==> src/rtl/fb_arbiter.sv <==
// fb_arbiter: shares a single-port framebuffer RAM between VGA scanout
// (phase-0 slot, fixed 2-cycle read latency) and the CPU load/store port.
// Ports:
//   clk, reset                  - 50 MHz clock, synchronous active-high reset
//   vga_slot                    - high in phase 0; VGA may request only then
//   vga_req/vga_addr            - VGA read request and address
//   vga_rdata/vga_rvalid        - VGA read data and its one-cycle valid pulse
//   vga_err                     - sticky: VGA requested outside its slot
//   cpu_req/we/addr/wdata       - CPU request, held until cpu_ack
//   cpu_ack/cpu_rdata           - CPU completion pulse and read data
//   mem_en/we/addr/wdata/rdata  - single-port synchronous RAM interface
module fb_arbiter #(
    parameter int ADDR_W = 17,
    parameter int DATA_W = 8
) (
    input  logic              clk,
    input  logic              reset,
    output logic              vga_slot,
    input  logic              vga_req,
    input  logic [ADDR_W-1:0] vga_addr,
    output logic [DATA_W-1:0] vga_rdata,
    output logic              vga_rvalid,
    output logic              vga_err,
    input  logic              cpu_req,
    input  logic              cpu_we,
    input  logic [ADDR_W-1:0] cpu_addr,
    input  logic [DATA_W-1:0] cpu_wdata,
    output logic              cpu_ack,
    output logic [DATA_W-1:0] cpu_rdata,
    output logic              mem_en,
    output logic              mem_we,
    output logic [ADDR_W-1:0] mem_addr,
    output logic [DATA_W-1:0] mem_wdata,
    input  logic [DATA_W-1:0] mem_rdata
);

    typedef enum logic [1:0] {
        IDLE,
        PEND,
        RDWAIT,
        DONE
    } state_t;

    state_t              state_q;
    logic                phase_q;
    logic                we_q;
    logic [ADDR_W-1:0]   addr_q;
    logic [DATA_W-1:0]   wdata_q;
    logic                vga_p1_q;
    logic                vga_rvalid_q;
    logic [DATA_W-1:0]   vga_rdata_q;
    logic                vga_err_q;
    logic                cpu_ack_q;
    logic [DATA_W-1:0]   cpu_rdata_q;

    logic                vga_grant;
    logic                cpu_grant;

    assign vga_slot  = ~phase_q;
    assign vga_grant = vga_slot & vga_req;
    // VGA always wins its own slot; the CPU takes whatever is left.
    assign cpu_grant = (state_q == PEND) & ~vga_grant;

    // RAM drive is held off during reset regardless of grant state.
    always_comb begin
        mem_en    = 1'b0;
        mem_we    = 1'b0;
        mem_addr  = '0;
        mem_wdata = '0;
        if (!reset) begin
            if (vga_grant) begin
                mem_en   = 1'b1;
                mem_addr = vga_addr;
            end else if (cpu_grant) begin
                mem_en    = 1'b1;
                mem_we    = we_q;
                mem_addr  = addr_q;
                mem_wdata = wdata_q;
            end
        end
    end

    always_ff @(posedge clk) begin
        if (reset) begin
            state_q      <= IDLE;
            phase_q      <= 1'b0;
            we_q         <= 1'b0;
            addr_q       <= '0;
            wdata_q      <= '0;
            vga_p1_q     <= 1'b0;
            vga_rvalid_q <= 1'b0;
            vga_rdata_q  <= '0;
            vga_err_q    <= 1'b0;
            cpu_ack_q    <= 1'b0;
            cpu_rdata_q  <= '0;
        end else begin
            phase_q      <= ~phase_q;
            // Two-stage return: RAM data lands in N+1, rvalid shows in N+2.
            vga_p1_q     <= vga_grant;
            vga_rvalid_q <= vga_p1_q;
            if (vga_p1_q) begin
                vga_rdata_q <= mem_rdata;
            end
            if (vga_req && !vga_slot) begin
                vga_err_q <= 1'b1;
            end
            cpu_ack_q <= 1'b0;
            unique case (state_q)
                IDLE: begin
                    if (cpu_req) begin
                        we_q    <= cpu_we;
                        addr_q  <= cpu_addr;
                        wdata_q <= cpu_wdata;
                        state_q <= PEND;
                    end
                end
                PEND: begin
                    if (cpu_grant) begin
                        if (we_q) begin
                            state_q   <= DONE;
                            cpu_ack_q <= 1'b1;
                        end else begin
                            state_q <= RDWAIT;
                        end
                    end
                end
                RDWAIT: begin
                    cpu_rdata_q <= mem_rdata;
                    cpu_ack_q   <= 1'b1;
                    state_q     <= DONE;
                end
                DONE: begin
                    state_q <= IDLE;
                end
                default: begin
                    state_q <= IDLE;
                end
            endcase
        end
    end

    assign vga_rdata  = vga_rdata_q;
    assign vga_rvalid = vga_rvalid_q;
    assign vga_err    = vga_err_q;
    assign cpu_ack    = cpu_ack_q;
    assign cpu_rdata  = cpu_rdata_q;

endmodule

==> config.mk <==
export PLATFORM = sky130hd
export DESIGN_NAME = fb_arbiter
export DESIGN_NICKNAME = d
export VERILOG_FILES = /design/src/rtl/fb_arbiter.sv
export SDC_FILE = /design/constraint.sdc
export NUM_CORES = 1
export LEC_CHECK = 0
export BUFFER_PORTS_ARGS = -buffer_cell sky130_fd_sc_hd__buf_4
export CORE_ASPECT_RATIO = 2
export CORE_UTILIZATION = 44
export DETAILED_ROUTE_END_ITERATION = 12
export PLACE_DENSITY_LB_ADDON = 0.05
export SYNTH_ARGS = -nofsm -noshare
export SYNTH_HDL_FRONTEND = slang
export SYNTH_SLANG_ARGS = --single-unit
export TNS_END_PERCENT = 20
==> constraint.sdc <==
create_clock -name clk -period 1.65 [get_ports clk]
set_clock_uncertainty 0.05 [all_clocks]
set_input_delay 0.2475 -clock clk [delete_from_list [all_inputs] [get_ports clk]]
set_output_delay 0.2475 -clock clk [all_outputs]
set_load 0.1 [all_outputs]
==> out/metrics.csv <==
metric;value;unit
register area share after synthesis;48.2;%
max incr delay on CP;0.33;ns
Clk pwr share;16.5;%
DIE WIDTH;50.1;um
critical path depth;6;
CTS tree;yes;
Hold-fix buffers, CTS;0;
Core Rows;34;
Logic pwr share;49.7;%
# setup viols final;27;
Psw;1.95;mW
GP Congestion;0.735;
clk buf depth;2;
WP data required;1.35;ns
Sw Share;42.9;%
Remaining DRCs;0;
Slew @ Worst Pin;0.557;ns
Pre-antenna DRT Iters;4;
hold path depth;3;
Filler Cell Count;293;
layout cells sized above 1;46.2;%
Leak;1.54;nW
max-cap viol count;0;
cell-internal power;2.58;mW
DP HPWL;3920;um
vias in the first global route;2099;
Startpoint Class;flip-flop;
Syn Nets;292;
worst setup margin;-0.265;ns
full die area;4920;um2
via density per instance;5.20;
R2R depth;5;
antenna violations before repair;0;
Crit Path Class;reg -> out;
num ports;102;
Slew HR;62.9;%
Max Freq;522;MHz
top cell type's share of synthesized area;48.2;%
Fin. Hold Viols;0;
sequential share of power;33.8;%
Post-DRT Antenna Nets;0;
largest net degree at the start of global routing;32;
RSZ-0062 raised after global routing;true;
via count;2039;
violated checks;negative setup slack;
Routed wire per std cell;15.0;um
Hold Path Class;in -> reg;
period utilization;116;%
Core Area;4380;um2
grt ovf;0;
Seq cells post-synth;49;
Syn Std Cell Area;2030;um2
total power density per cell area;1290;nW/um2
Starting Density;46.4;%
top cells by area, synth;dfxtp_1, nand2_1, mux2i_1;
Crit. End Element;output port;
Synth Area in Compound Gates;15.6;%
Avg Inst Size Synth;8.73;um2
first-pass GRT wire length;9400;um
worst path bufs/invs;3;
outcome;complete, but fails checks;
mux contribution to synthesized area;8.36;%
Synth Instances;233;
routed length on met2;3420;um
NumNets Final;396;
Initial DRC Count;26;
final WL;5880;um
worst vdd rail ir drop;1.19;mV
top layer reached by signal wires;met4;
clk_lat worst skew;0.29;ns
ANT cells;0;
critical path's top delay family;buffers and inverters;
post-route core utilization;80.3;%
largest family of logic cells by synthesized area;simple AND/OR/NAND/NOR gates;
Synth Area in Simple Gates;20.8;%
Die Span Y;98.2;um
Synth Area in Adders;2.46;%
H-tree depth;2;
Multi-input gate area;1130;um2
Final Total Pwr;4.53;mW
crit path max-delay cell type;dfxtp_2;
FF+latch area;983;um2
CTS Sinks;49;
Yosys cell types;24;
XOR/XNOR Fraction of Synth Area;0;%
routed wl met3;316;um
sequence of cells on the critical path;inv_2 -> ha_4 -> nor3b_4 -> buf_12 -> a22o_2 -> buf_12;
leading area contributor after synthesis;dfxtp_1;
Ys Warns;0;
input/output buffers;101;
fin crit period;1.91;ns
cts bufs inserted;5;
M1 wire length;2030;um
crit path DAT;1.62;ns
Slew Limit Fails;0;
crit path max fanout;25;
CTS clk-pin slew, worst paths;0.08;ns
clk root buf;clkbuf_8;
final hold slack;0.141;ns
P&R area growth vs syn;72.9;%
Most Frequent Cell on Critical Path;buf_12;
GRT Util Overall;24.8;%
[placed cells by master (no fill, tap or decap), types with 2 or more instances in the layout]
cell type	instances
a22o_4	12
a22o_2	4
nand2b_1	3
dfxtp_2	2
mux2i_1	17
and2_4	9
clkbuf_8	7
nand2_1	54
inv_1	2
ha_1	3
buf_12	30
buf_4	83
nor2_1	21
dfxtp_1	47
a21oi_1	28
nor2_4	2
nor2b_1	2
[state kept, by name (all words and copies together), names as in the netlist]
name / cells
wdata_q: 8
state_q: 2
addr_q: 17
vga_p1_q: 1
cpu_rdata: 8
vga_err: 1
vga_rvalid: 1
phase_q: 1
we_q: 1
cpu_ack: 1
vga_rdata: 8
[kinds of logic after synthesis]
group / Yosys count
AO/OA/AOI/OAI: 49
adder cells (fa/ha/maj): 4
buffers and inverters: 19
flip-flops: 49
multiplexers: 17
AND/OR/NAND/NOR: 95
[path summary, 6_finish.rpt]
| kind | startpoint | to | slack (ns) |
|---|---|---|---|
| worst min register to register | wdata_q[6] | wdata_q[6] | 0.41 |
| worst max-delay path | state_q[1] | mem_addr[12] | -0.26 |
| worst max register to register | state_q[0] | state_q[0] | 0.13 |
| worst min-delay path | cpu_addr[2] | addr_q[2] | 0.14 |
[repair_timing]
action | CTS | global route
setup endpoints to repair | 27 | 28
gates resized for setup | 82 | 2
setup buffers | 1 | 0
pin swaps | 4 | 2
[per-layer routing]
metal  up-vias  GRT usage [%]
met1       975           23.7
met3        12           5.76
met5         -              0
met4         0           9.45
li1        982              -
met2        70           48.1
[synth_stat cells (all sizes together)]
cell type,instances
nand2,54
dfxtp,49
a21oi,29
nor2,23
mux2i,17
a22o,16
buf,12
and2,10
clkbuf,4
ha,4
inv,3
nand2b,3
nor2b,3
a211o,1
a211oi,1
a221oi,1
a31oi,1
nand3,1
nor3b,1
[area by class of cell]
cell class	count	area share, %
repair buffers	113	34.8
multi-input cells	165	32.1
flip-flops and latches	49	28.0
clock buffers	7	2.74
well taps	54	1.92
inverters	3	0.320
clock inverters	1	0.142
[metrics by stage]
stage	worst slack [ns]	cell area [um2]	std cells	TNS [ns]
final	-0.265	3520	392	-5.90
after global routing	-0.326	3520	392	-7.63
after CTS	-0.254	3500	392	-5.93
after detailed placement	-0.143	3040	383	-2.33
after global placement	-0.113	3040	383	-1.78
after floorplan	-0.0245	2200	233	-0.123
[power by group through the flow]
stage,Sequential (mW),Combinational (mW),Clock (mW)
final,1.53,2.25,0.747
after global routing,1.55,2.38,0.823
after CTS,1.52,2.23,0.771
after detailed placement,1.55,2.09,0
after global placement,1.54,2.05,0
after floorplan,1.90,1.19,0
[worst min-delay path, stage by stage]
cell	delay, ns
buf_4	0.11
nand2_1	0.04
a21oi_1	0.05
(Power assumes the default switching activity.)
